<file path="config.mk">
export PLATFORM = sky130hd
export DESIGN_NAME = cpm_perst_sequencer
export DESIGN_NICKNAME = d
export VERILOG_FILES = /design/src/rtl/cpm_perst_sequencer.sv
export SDC_FILE = /design/constraint.sdc
export NUM_CORES = 1
export LEC_CHECK = 0
export CAP_MARGIN = 20
export CORE_MARGIN = 3
export CORE_UTILIZATION = 50
export CTS_BUF_LIST = sky130_fd_sc_hd__clkbuf_8
export CTS_CLUSTER_DIAMETER = 60
export CTS_CLUSTER_SIZE = 10
export DETAILED_ROUTE_END_ITERATION = 7
export PLACE_DENSITY = 0.73
export RECOVER_POWER = 25
export SLEW_MARGIN = 20
export SYNTH_ARGS = -nofsm -noshare
export SYNTH_HDL_FRONTEND = slang
export SYNTH_SLANG_ARGS = --single-unit
export TNS_END_PERCENT = 10
</file>
<file path="constraint.sdc">
create_clock -name sys_clk -period 3 [get_ports sys_clk]
set_input_delay 0.45 -clock sys_clk [delete_from_list [all_inputs] [get_ports sys_clk]]
set_output_delay 0.45 -clock sys_clk [all_outputs]
set_load 0.005 [all_outputs]
</file>
<file path="src/rtl/cpm_perst_sequencer.sv">
// Reset/PERST sequencer for the CPM PCIe BMD endpoint: releases POR, then PERST,
// supervises link-up and re-pulses PERST a bounded number of times before failing.
module cpm_perst_sequencer #(
  parameter int RESET_HOLD_CYCLES  = 500,
  parameter int PERST_DELAY_CYCLES = 16,
  parameter int LINKUP_TIMEOUT     = 1000000,
  parameter int MAX_RETRIES        = 3,
  parameter int CNT_WIDTH          = 24
) (
  input  logic       sys_clk,
  input  logic       sys_rst_n,
  input  logic       soft_reset_req,
  input  logic       user_lnk_up,
  output logic       por_n,
  output logic       cpm_por_n,
  output logic       perst0_n,
  output logic       perst1_n,
  output logic       link_ok,
  output logic       timeout_err,
  output logic [1:0] retry_cnt,
  output logic [7:0] link_drop_cnt,
  output logic [2:0] state
);

  // HOLD | POR_WAIT | WAIT_LINK | LINK_UP | PERST_HOLD | FAIL (absorbing until soft reset)
  typedef enum logic [2:0] {
    S_HOLD       = 3'd0,
    S_POR_WAIT   = 3'd1,
    S_WAIT_LINK  = 3'd2,
    S_LINK_UP    = 3'd3,
    S_PERST_HOLD = 3'd4,
    S_FAIL       = 3'd5
  } state_t;

  localparam logic [CNT_WIDTH-1:0] HOLD_LAST  = CNT_WIDTH'(RESET_HOLD_CYCLES - 1);
  localparam logic [CNT_WIDTH-1:0] DELAY_LAST = CNT_WIDTH'(PERST_DELAY_CYCLES - 1);
  localparam logic [CNT_WIDTH-1:0] TO_LAST    = CNT_WIDTH'(LINKUP_TIMEOUT - 1);
  localparam logic [1:0]           MAX_R      = 2'(MAX_RETRIES);

  state_t               st;
  logic [CNT_WIDTH-1:0] cnt;
  logic                 lnk_meta;
  logic                 lnk_sync;

  assign state = st;

  always_ff @(posedge sys_clk or negedge sys_rst_n) begin
    if (!sys_rst_n) begin
      lnk_meta <= 1'b0;
      lnk_sync <= 1'b0;
    end else begin
      lnk_meta <= user_lnk_up;
      lnk_sync <= lnk_meta;
    end
  end

  always_ff @(posedge sys_clk or negedge sys_rst_n) begin
    if (!sys_rst_n) begin
      st            <= S_HOLD;
      cnt           <= '0;
      por_n         <= 1'b0;
      cpm_por_n     <= 1'b0;
      perst0_n      <= 1'b0;
      perst1_n      <= 1'b0;
      link_ok       <= 1'b0;
      timeout_err   <= 1'b0;
      retry_cnt     <= 2'd0;
      link_drop_cnt <= 8'd0;
    end else if (soft_reset_req) begin
      // link_drop_cnt deliberately survives a soft restart
      st          <= S_HOLD;
      cnt         <= '0;
      por_n       <= 1'b0;
      cpm_por_n   <= 1'b0;
      perst0_n    <= 1'b0;
      perst1_n    <= 1'b0;
      link_ok     <= 1'b0;
      timeout_err <= 1'b0;
      retry_cnt   <= 2'd0;
    end else begin
      cnt <= cnt + CNT_WIDTH'(1);
      case (st)
        S_HOLD: begin
          if (cnt == HOLD_LAST) begin
            st        <= S_POR_WAIT;
            cnt       <= '0;
            por_n     <= 1'b1;
            cpm_por_n <= 1'b1;
          end
        end
        S_POR_WAIT: begin
          if (cnt == DELAY_LAST) begin
            st       <= S_WAIT_LINK;
            cnt      <= '0;
            perst0_n <= 1'b1;
            perst1_n <= 1'b1;
          end
        end
        S_WAIT_LINK: begin
          if (lnk_sync) begin
            st      <= S_LINK_UP;
            cnt     <= '0;
            link_ok <= 1'b1;
          end else if (cnt == TO_LAST) begin
            cnt      <= '0;
            perst0_n <= 1'b0;
            perst1_n <= 1'b0;
            if (retry_cnt < MAX_R) begin
              st        <= S_PERST_HOLD;
              retry_cnt <= retry_cnt + 2'd1;
            end else begin
              st          <= S_FAIL;
              timeout_err <= 1'b1;
            end
          end
        end
        S_LINK_UP: begin
          if (!lnk_sync) begin
            st      <= S_WAIT_LINK;
            cnt     <= '0;
            link_ok <= 1'b0;
            if (link_drop_cnt != 8'hFF) link_drop_cnt <= link_drop_cnt + 8'd1;
          end
        end
        S_PERST_HOLD: begin
          if (cnt == HOLD_LAST) begin
            st       <= S_WAIT_LINK;
            cnt      <= '0;
            perst0_n <= 1'b1;
            perst1_n <= 1'b1;
          end
        end
        S_FAIL: begin
          cnt <= cnt;
        end
        default: begin
          st  <= S_HOLD;
          cnt <= '0;
        end
      endcase
    end
  end

endmodule

</file>
---- After elaboration in Yosys (flattened, before gate mapping) ----
Cells that the tools add are included.
W data, S select, Z words.
storage, ports and cells
  bits of input ports ..................... 4
  bits in registers ....................... 43
  word-level logic and storage cells ...... 90
operators by class
  mux-type cells .......................... 38
  order comparisons ....................... 1
  eq/ne operators ......................... 20
  bitwise operators ....................... 2
  $add $sub $neg .......................... 3
  reduce and logical (&&, ||, !) cells .... 16
operators by type and width
  kind                     count
  $mux W24                 6
  $pmux W24 S5             1
  $add A24 B1 Y24 const B  1
  $eq A24 B20 Y1 const B   1
  $eq A24 B4 Y1 const B    1
  $eq A24 B9 Y1 const B    1
  $mux W3                  7
  $ne A3 B3 Y1 const B     7
  $pmux W3 S6              1
  $mux W1                  16
  $reduce_and A4 Y1        3
  $mux W2                  5
  $reduce_bool A2 Y1       5
  $add A8 B1 Y8 const B    1
  $ne A8 B8 Y1 const B     1
  $eq A3 B2 Y1 const B     2
  $eq A3 B3 Y1 const B     2
  $ne A2 B2 Y1 const B     3
  $reduce_and A6 Y1        1
  $reduce_and A5 Y1        1
  $ne A4 B4 Y1 const B     1
  $reduce_bool A4 Y1       1
  $eq A3 B1 Y1 const B     1
  $logic_not A3 Y1         1
  other kinds (9)          10

---- Longest topological paths before layout ----
Gate-level depths: netlist (run 1).
  depth in word-level cells ............... 6
  depth in mapped cells ................... 9
  gate-level depth less buffers ........... 7

---- Worst setup path before layout (run 1) ----
Ideal clock, no wire load.
  path kind ............................... register to register
  start point ............................. register cnt[0]
  end point ............................... register cnt[16]
  setup time .............................. 128 ps
  path slack .............................. 717 ps
  data arrival time ....................... 2155 ps
  buffers on the path ..................... 2
  cell stages (with the launch flop) ...... 10
  period minus slack after synthesis ...... 2283 ps
  path through ............................ dfrtp_1 ha_1 nand4_2 or4_4 o31ai_4 a31oi_1 buf_2 buf_2 a31oi_1 o31ai_1
between the ends
  cells in the longest elaborated chain, start to end .. 5
  elaborated cells between the ends (all ways) .. 11
  classes of those cells .................. 1 x add/sub; 3 x eq/ne; 7 x mux
RTL lines
  what                                               line     RTL
  start: declaration                                 41       logic [CNT_WIDTH-1:0] cnt;
  start signal: assignment                           81       cnt <= cnt + CNT_WIDTH'(1);
  start signal: assignment                           134      cnt <= cnt;
  $add A24 B1 Y24 or $eq A24 B20 Y1 (tied branches)  81, 104
  $mux W24                                           104      end else if (cnt == TO_LAST) begin
  $mux W24                                           100      if (lnk_sync) begin
  $pmux W24 S5 *                                     82       case (st)
  $mux W24 *                                         69       end else if (soft_reset_req) begin
Mark *: on every way between the ends. The rest lies on a longest branch, timed or not.
A chain may end at the register's enable or synchronous reset.

---- Worst setup path in the final report (run 1) ----
  start point ............................. register cnt[0]
  end point ............................... register cnt[6]
The elaborated chain is that of the path after synthesis.

==> reports/qor.yml, run 1 <==
post_cts_buffers: 0
final_common_cell: "dfrtp_1"
layout-drive-gt1-share: 0.0676
max_clock_freq_ghz: 0.375
num_vias: 2011
cts_tree: "built"
hp-class: "reg2reg"
routed_wl_um: 4990
cp_cell_sequence: "ha_1, nand4_2, or4_4, o31ai_4, a31oi_2, buf_4, a21o_1, a22o_1"
cts.clk_slew.worst_paths_ns: 0.08
slew_viol_final: 44
ys_seq_area_frac: 0.450
fin_crit_ns: 2.67
layout_common_cells: "43 x dfrtp_1, 22 x nor2_1, 21 x nand2_1, 20 x clkdlybuf4s50_1, 19 x nand3_1"
cts_sinks: 43
ant_nets: 0
die_h_um: 75.1
netlist_area_um2: 2390
grt_setup_unrepaired: "no"
timing.slew.headroom: -0.516
post_cts_resized: 0
cts_max_level: 2
grt_use_total: 0.200
cp_max_fo: 14
grt_max_degree: 44
dpl.hpwl_um: 3430
hold_viol: 0
io_buffers: 22
worstMarginPinSlew_ns: 2.27
cts_buffers: 5
failed_checks: "max-capacitance violations, max-slew violations"
vias_per_cell: 6.04
clk_latency_ns: 0.30
die_area_um2: 5650
grt_pass1_vias: 1791
cts_hold_buffers: 0
route.detailed.drc: 0
antenna_found_initial: 0
leakagePower_nw: 1.18
fin_nets: 288
synth_area_leaders: "dfrtp_1 45%, nand3_1 4.0%, nand4_1 3.7%"
ys_seq_elements: 43
postSynthCellCount: 263
yosysTopAreaCellShare: 0.450
antennaDiodeCount: 0
synth_area_per_cell_um2: 9.09
hold_ws_ns: 0.360
required_ns: 3.20
power_density_nw_per_um2: 375
critical_path.top_delay_family: "compound AO/OA/AOI/OAI gates"
arrival_ns: 2.86
cts_buffer_depth: 2
global_route.overflow_total: 0
synthFlopType: "dfrtp_1"
synth_edf_count: 0
worst_path_largest_cell_delay_ns: 0.52
critPathLaunchType: "register"
synth_async_sr_flop_share: 1.00
clock-root-buffer: "clkbuf_8"
synth_cell_types: 41
synth_warnings: 0
critPathSlowestCell: "or4_4"
grt_pass1_wl_um: 8620
finalCritPeriodShare: 0.889
fin_tns_setup_ns: 0
cap_violations: 1
worstSetupPathType: "reg2reg"
syn_to_final_growth_pct: 14.2
path_buf_inv: 1
setup_viol: 0
fp.dieW_um: 75.1
drt_pre_antenna_iters: 4
synth_nets: 270
status: "finished with violations"
initial_utilization: 0.534
routedWlPerCell_um: 15.0
rrSetupSlack_ns: 0.33
gp_congestion: 0.810
drt_iter0_drc: 145
synth_area_leader_cell: "dfrtp_1"
final.setup_skew_ns: 0.00711
rows: 24
core_area_um2: 4470
io_pins: 23
ir_worst_vdd_v: 0.000272
endpoint_kind: "register"
## logic make-up after synthesis
family	after synthesis	synth area share
fa+ha+maj	3	0.0157
xor+xnor	8	0.0293
buf+inv	25	0.0455
simple gates	122	0.274
mux	8	0.0340
flops	43	0.450
compound gates	54	0.151
## synthesized netlist by cell type (2+ instances only)
| master | instances |
|---|---|
| a21o_1 | 4 |
| a21oi_1 | 14 |
| a22o_1 | 4 |
| a31oi_1 | 12 |
| and2_1 | 4 |
| and3_1 | 8 |
| and4_1 | 4 |
| buf_2 | 6 |
| buf_4 | 2 |
| clkbuf_1 | 9 |
| dfrtp_1 | 43 |
| ha_1 | 3 |
| inv_1 | 8 |
| mux2i_1 | 7 |
| nand2_1 | 21 |
| nand2b_1 | 4 |
| nand3_1 | 19 |
| nand4_1 | 14 |
| nor2_1 | 22 |
| nor2b_1 | 4 |
| nor3_1 | 8 |
| nor4_1 | 4 |
| o211ai_1 | 2 |
| o21a_1 | 2 |
| o21ai_0 | 4 |
| o21ai_1 | 3 |
| o31ai_1 | 5 |
| or3_1 | 4 |
| xnor2_1 | 5 |
| xor2_1 | 3 |
## power breakdown
part,total (W),switching [W],internal (W)
clock network,0.000373,0.000192,0.000181
logic,0.0000546,0.0000330,0.0000216
registers,0.000595,0.00000834,0.000587
## final cells by class
class,count,area [µm²]
Clock buffer,6,82.6
Clock inverter,1,5.00
Fill cell,381,1750
Inverter,8,30.0
Multi-Input combinational cell,195,1210
Sequential cell,43,1080
Tap cell,52,65.1
Timing Repair Buffer,28,259
## through the flow
step | setup slack [ns] | cells | power (W) | cell area (µm²) | utilization
floorplan | 0.717 | 263 | 0.000633 | 2390 | -
global placement | 0.384 | 326 | 0.000661 | 2640 | 0.591
detailed placement | 0.356 | 326 | 0.000663 | 2640 | 0.591
CTS | 0.347 | 333 | 0.00103 | 2730 | 0.610
global route | 0.129 | 333 | 0.00106 | 2730 | 0.610
finish | 0.333 | 333 | 0.00102 | 2730 | 0.610
## per-layer routing
layer	wire, µm	GRT usage	vias up
met5	0	0	-
met4	86	0.0816	0
met3	170	0.0401	8
met1	2470	0.295	970
met2	2260	0.289	32
li1	-	-	1001
## sequential cells by signal, summed over array words and instances (netlist names)
register	cells
timeout_err	1
retry_cnt	2
lnk_meta	1
perst1_n	1
state	3
cpm_por_n	1
lnk_sync	1
cnt	24
link_ok	1
link_drop_cnt	8
## path summary, 6_finish.rpt
check,startpoint,end,depth (start not counted)
max in group asynchronous,sys_rst_n,cnt[7]$_DFFE_PN0P_,1
setup / recovery,cnt[0]$_DFFE_PN0P_,cnt[6]$_DFFE_PN0P_,8
hold / removal,lnk_meta$_DFF_PN0_,lnk_sync$_DFF_PN0_,0
setup reg to reg,cnt[0]$_DFFE_PN0P_,cnt[6]$_DFFE_PN0P_,8
hold reg to reg,lnk_meta$_DFF_PN0_,lnk_sync$_DFF_PN0_,0
min in group asynchronous,sys_rst_n,retry_cnt[1]$_DFFE_PN0P_,1
Note: power is estimated with default switching activity, not from simulation.
==> inputs of run 2 (changes only) <==
CORE_MARGIN = 2   (was 3)
==> reports/qor.yml, run 2 (synthesis gave the netlist of run 1 again) <==
route.detailed.drc: 0
cts_buffers: 5
nFillCells: 434
fin_tns_setup_ns: 0
global_route.overflow_total: 0
max_clock_freq_ghz: 0.376
grt_max_degree: 44
required_ns: 3.19
setup_viol: 0
antenna_found_initial: 0
ir_worst_vdd_v: 0.000227
critPathSlowestCell: "or4_4"
initial_utilization: 0.513
cts_tree: "built"
critPathLaunchType: "register"
cap_violations: 0
cts.clk_slew.worst_paths_ns: 0.08
clock-root-buffer: "clkbuf_8"
endpoint_kind: "register"
cts_max_level: 2
final.setup_skew_ns: 0.00407
io_pins: 23
core_area_um2: 4660
status: "finished clean"
multiInputGateArea_um2: 1220
cts_hold_buffers: 0
regArea_um2: 1080
antennaDiodeCount: 0
cp_cell_sequence: "ha_1, nand4_2, or4_4, o31ai_4, a31oi_2, buf_4, a21o_1, a22o_1"
fp.dieW_um: 73.1
grt_pass1_vias: 1757
hold_ws_ns: 0.286
largest_reg_flops: 24
gp_congestion: 0.804
layout-drive-gt1-share: 0.0709
timing.slew.headroom: 0.0894
grt_setup_unrepaired: "no"
routed_wl_um: 4960
dpl.hpwl_um: 3440
layout_common_cells: "43 x dfrtp_1, 22 x nor2_1, 21 x nand2_1, 21 x clkdlybuf4s50_1, 19 x nand3_1"
io_buffers: 22
num_vias: 2042
vias_per_cell: 6.08
rows: 25
finalCritPeriodShare: 0.885
die_area_um2: 5350
top_register: "cnt"
cp_max_fo: 14
worst_path_largest_cell_delay_ns: 0.52
routedWlPerCell_um: 14.8
drt_pre_antenna_iters: 4
fin_crit_ns: 2.66
cts_sinks: 43
grt_pass1_wl_um: 8380
leakagePower_nw: 1.19
arrival_ns: 2.85
die_h_um: 73.1
worstSetupPathType: "reg2reg"
final_cell_area_um2: 2760
slew_viol_final: 0
hold_viol: 0
syn_to_final_growth_pct: 15.7
fin_nets: 288
worstMarginPinSlew_ns: 1.37
grt_use_total: 0.201
place_area_um2: 2640
power_density_nw_per_um2: 404
drt_iter0_drc: 115
final_common_cell: "dfrtp_1"
ant_nets: 0
cts_buffer_depth: 2
hp-class: "in2async"
clk_latency_ns: 0.30
==> run 2: what timing repair did <==
action | CTS | global route
resized for setup | 0 | 1
buffers inserted | 0 | 0
setup endpoints to repair | 0 | 4
==> run 2: metrics by stage <==
stage	util	instances	setup slack [ns]	total power (W)
global route	0.593	336	0.145	0.00115
floorplan	-	263	0.717	0.000633
CTS	0.591	335	0.331	0.00113
detailed placement	0.566	327	0.353	0.000662
global placement	0.566	327	0.449	0.000661
finish	0.593	336	0.344	0.00112
==> run 2: worst paths after layout <==
| kind | from | endpoint | slack, ns | depth (start not counted) |
|---|---|---|---|---|
| setup / recovery | cnt[0]$_DFFE_PN0P_ | cnt[3]$_DFFE_PN0P_ | 0.34 | 8 |
| hold / removal | sys_rst_n | cnt[20]$_DFFE_PN0P_ | 0.29 | 1 |
| setup reg to reg | cnt[0]$_DFFE_PN0P_ | cnt[3]$_DFFE_PN0P_ | 0.34 | 8 |
| hold reg to reg | lnk_meta$_DFF_PN0_ | lnk_sync$_DFF_PN0_ | 0.36 | 0 |
| max in group asynchronous | sys_rst_n | state[2]$_DFFE_PN0P_ | 0.94 | 2 |
| min in group sys_clk | lnk_meta$_DFF_PN0_ | lnk_sync$_DFF_PN0_ | 0.36 | 0 |
==> run 2: critical path, delay by kind of cell (launching register included) <==
| family | cells | cell delay [ns] |
|---|---|---|
| AOI/OAI and AO/OA | 4 | 0.93 |
| and+or+nand+nor | 2 | 0.68 |
| DFF | 1 | 0.40 |
| buffers and inverters | 1 | 0.30 |
| adders and majority gates | 1 | 0.25 |
==> run 2: power by group <==
group | leakage (nW) | internal, W | switching, W | total (W)
logic | 0.539 | 0.0000224 | 0.0000331 | 0.0000555
registers | 0.591 | 0.000587 | 0.00000807 | 0.000595
clock network | 0.0612 | 0.000269 | 0.000198 | 0.000467
total | 1.19 | 0.000878 | 0.000239 | 0.00112
==> run 2: layout make-up <==
type / instances / area share
clock buffer: 6 / 0.0299
tap: 54 / 0.0244
clock inverter: 2 / 0.0127
inverter: 8 / 0.0109
multi-input combinational: 195 / 0.440
sequential: 43 / 0.389
timing repair buffer: 28 / 0.0923
==> run 2: metal layers <==
metal | track usage | wire length [µm] | vias to the layer above
met5 | 0 | 0 | -
met3 | 0.0428 | 204 | 8
met2 | 0.304 | 2320 | 42
met1 | 0.283 | 2350 | 990
li1 | - | - | 1002
met4 | 0.0741 | 82 | 0
==> inputs of run 3 (changes only) <==
CORE_UTILIZATION = 59   (was 50)
PLACE_DENSITY = 0.84   (was 0.73)
==> reports/qor.yml, run 3 (synthesis gave the netlist of run 1 again) <==
gp_congestion: 0.881
critPathLaunchType: "register"
cts_tree: "built"
cts.clk_slew.worst_paths_ns: 0.07
grt_pass1_vias: 1888
layout-drive-gt1-share: 0.0674
final.setup_skew_ns: 0.00654
setup_slack_ns: 0.333
place_area_um2: 2670
hold_viol: 0
worstSetupPathType: "reg2reg"
die_h_um: 67.6
hold_ws_ns: 0.383
io_pins: 23
instances_no_fill: 332
cts_max_level: 2
timing.slew.headroom: -0.554
min_to: "lnk_sync$_DFF_PN0_"
grt_pass1_wl_um: 8770
clock-root-buffer: "clkbuf_8"
vias_per_cell: 6.38
antenna_found_initial: 0
reg2reg_from: "cnt[0]$_DFFE_PN0P_"
r2r-end: "cnt[3]$_DFFE_PN0P_"
required_ns: 3.18
failed_checks: "max-capacitance violations, max-slew violations"
cts_hold_buffers: 0
top_register: "cnt"
dp_cells: 326
num_vias: 2117
grt_use_total: 0.257
post_cts_resized: 0
leakagePower_nw: 1.19
drt_pre_antenna_iters: 4
setup_viol: 0
grt_setup_unrepaired: "no"
status: "finished with violations"
cts_buffers: 5
final_cell_area_um2: 2740
global_route.overflow_total: 0
cp_max_fo: 18
post_cts_buffers: 0
hold_path.startpoint: "lnk_meta$_DFF_PN0_"
antennaDiodeCount: 0
ir_worst_vdd_v: 0.000263
power_density_nw_per_um2: 362
rrSetupSlack_ns: 0.33
io_buffers: 22
clk_latency_ns: 0.30
endpoint_kind: "register"
slew_viol_final: 44
fp.dieW_um: 67.6
drt_iter0_drc: 177
ant_nets: 0
r2r_cells: 8
dpl.hpwl_um: 3760
routedWlPerCell_um: 16.4
route.detailed.drc: 0
hp-class: "reg2reg"
fin_nets: 290
largest_reg_flops: 24
initial_utilization: 0.606
core_area_um2: 3940
hold_depth: 0
rows: 23
fin_tns_setup_ns: 0
cts_sinks: 43
cap_violations: 1
final_common_cell: "dfrtp_1"
grt_max_degree: 44
fin_crit_ns: 2.67
die_area_um2: 4580
syn_to_final_growth_pct: 14.6
cts_buffer_depth: 2
arrival_ns: 2.85
layout_common_cells: "43 x dfrtp_1, 22 x nor2_1, 21 x nand2_1, 21 x clkdlybuf4s50_1, 19 x nand3_1"
max_clock_freq_ghz: 0.375
finalCritPeriodShare: 0.889
routed_wl_um: 5440
worstMarginPinSlew_ns: 2.33
pre_cts_slack_ns: 0.357
run 3: report_power, final:
group / switching [W] / internal [W] / leakage (nW)
clock: 0.000186 / 0.000152 / 0.0413
combinational: 0.0000344 / 0.0000238 / 0.556
sequential: 0.00000862 / 0.000587 / 0.591
run 3: how the worst max path moves through the flow:
stage	start	endpoint	slack, ns	depth (start not counted)
2_1_floorplan	cnt[0]$_DFFE_PN0P_	cnt[16]$_DFFE_PN0P_	0.72	9
3_3_place_gp	cnt[0]$_DFFE_PN0P_	cnt[3]$_DFFE_PN0P_	0.46	8
3_5_place_dp	cnt[0]$_DFFE_PN0P_	cnt[6]$_DFFE_PN0P_	0.36	8
4_1_cts	cnt[0]$_DFFE_PN0P_	cnt[6]$_DFFE_PN0P_	0.34	8
5_1_grt	cnt[0]$_DFFE_PN0P_	cnt[11]$_DFFE_PN0P_	0.11	8
6_report	cnt[0]$_DFFE_PN0P_	cnt[3]$_DFFE_PN0P_	0.33	8
run 3: cell type report:
class | instances | area (µm²)
multi-input combinational | 195 | 1210
timing repair buffer | 30 | 287
sequential | 43 | 1080
tap | 50 | 62.6
clock inverter | 1 | 3.75
inverter | 8 | 30.0
clock buffer | 5 | 68.8
fill | 309 | 1200
run 3: through the flow:
stage,util,power (W)
2_1_floorplan,-,0.000633
3_3_place_gp,0.677,0.000663
3_5_place_dp,0.677,0.000665
4_1_cts,0.695,0.000994
5_1_grt,0.695,0.00104
6_report,0.695,0.000992
run 3: worst max-delay path, cell delays in order (launching register included):
cell and delay [ns]:
dfrtp_1 0.40, ha_1 0.26, nand4_2 0.15, or4_4 0.52, o31ai_4 0.29, a31oi_2 0.34, buf_12 0.26, a21o_1 0.15
a22o_1 0.17
run 3: routing by layer:
layer	part of all wire	global-route usage
met1	0.43	0.346
met2	0.50	0.398
met5	0	0
met3	0.056	0.0583
met4	0.017	0.107
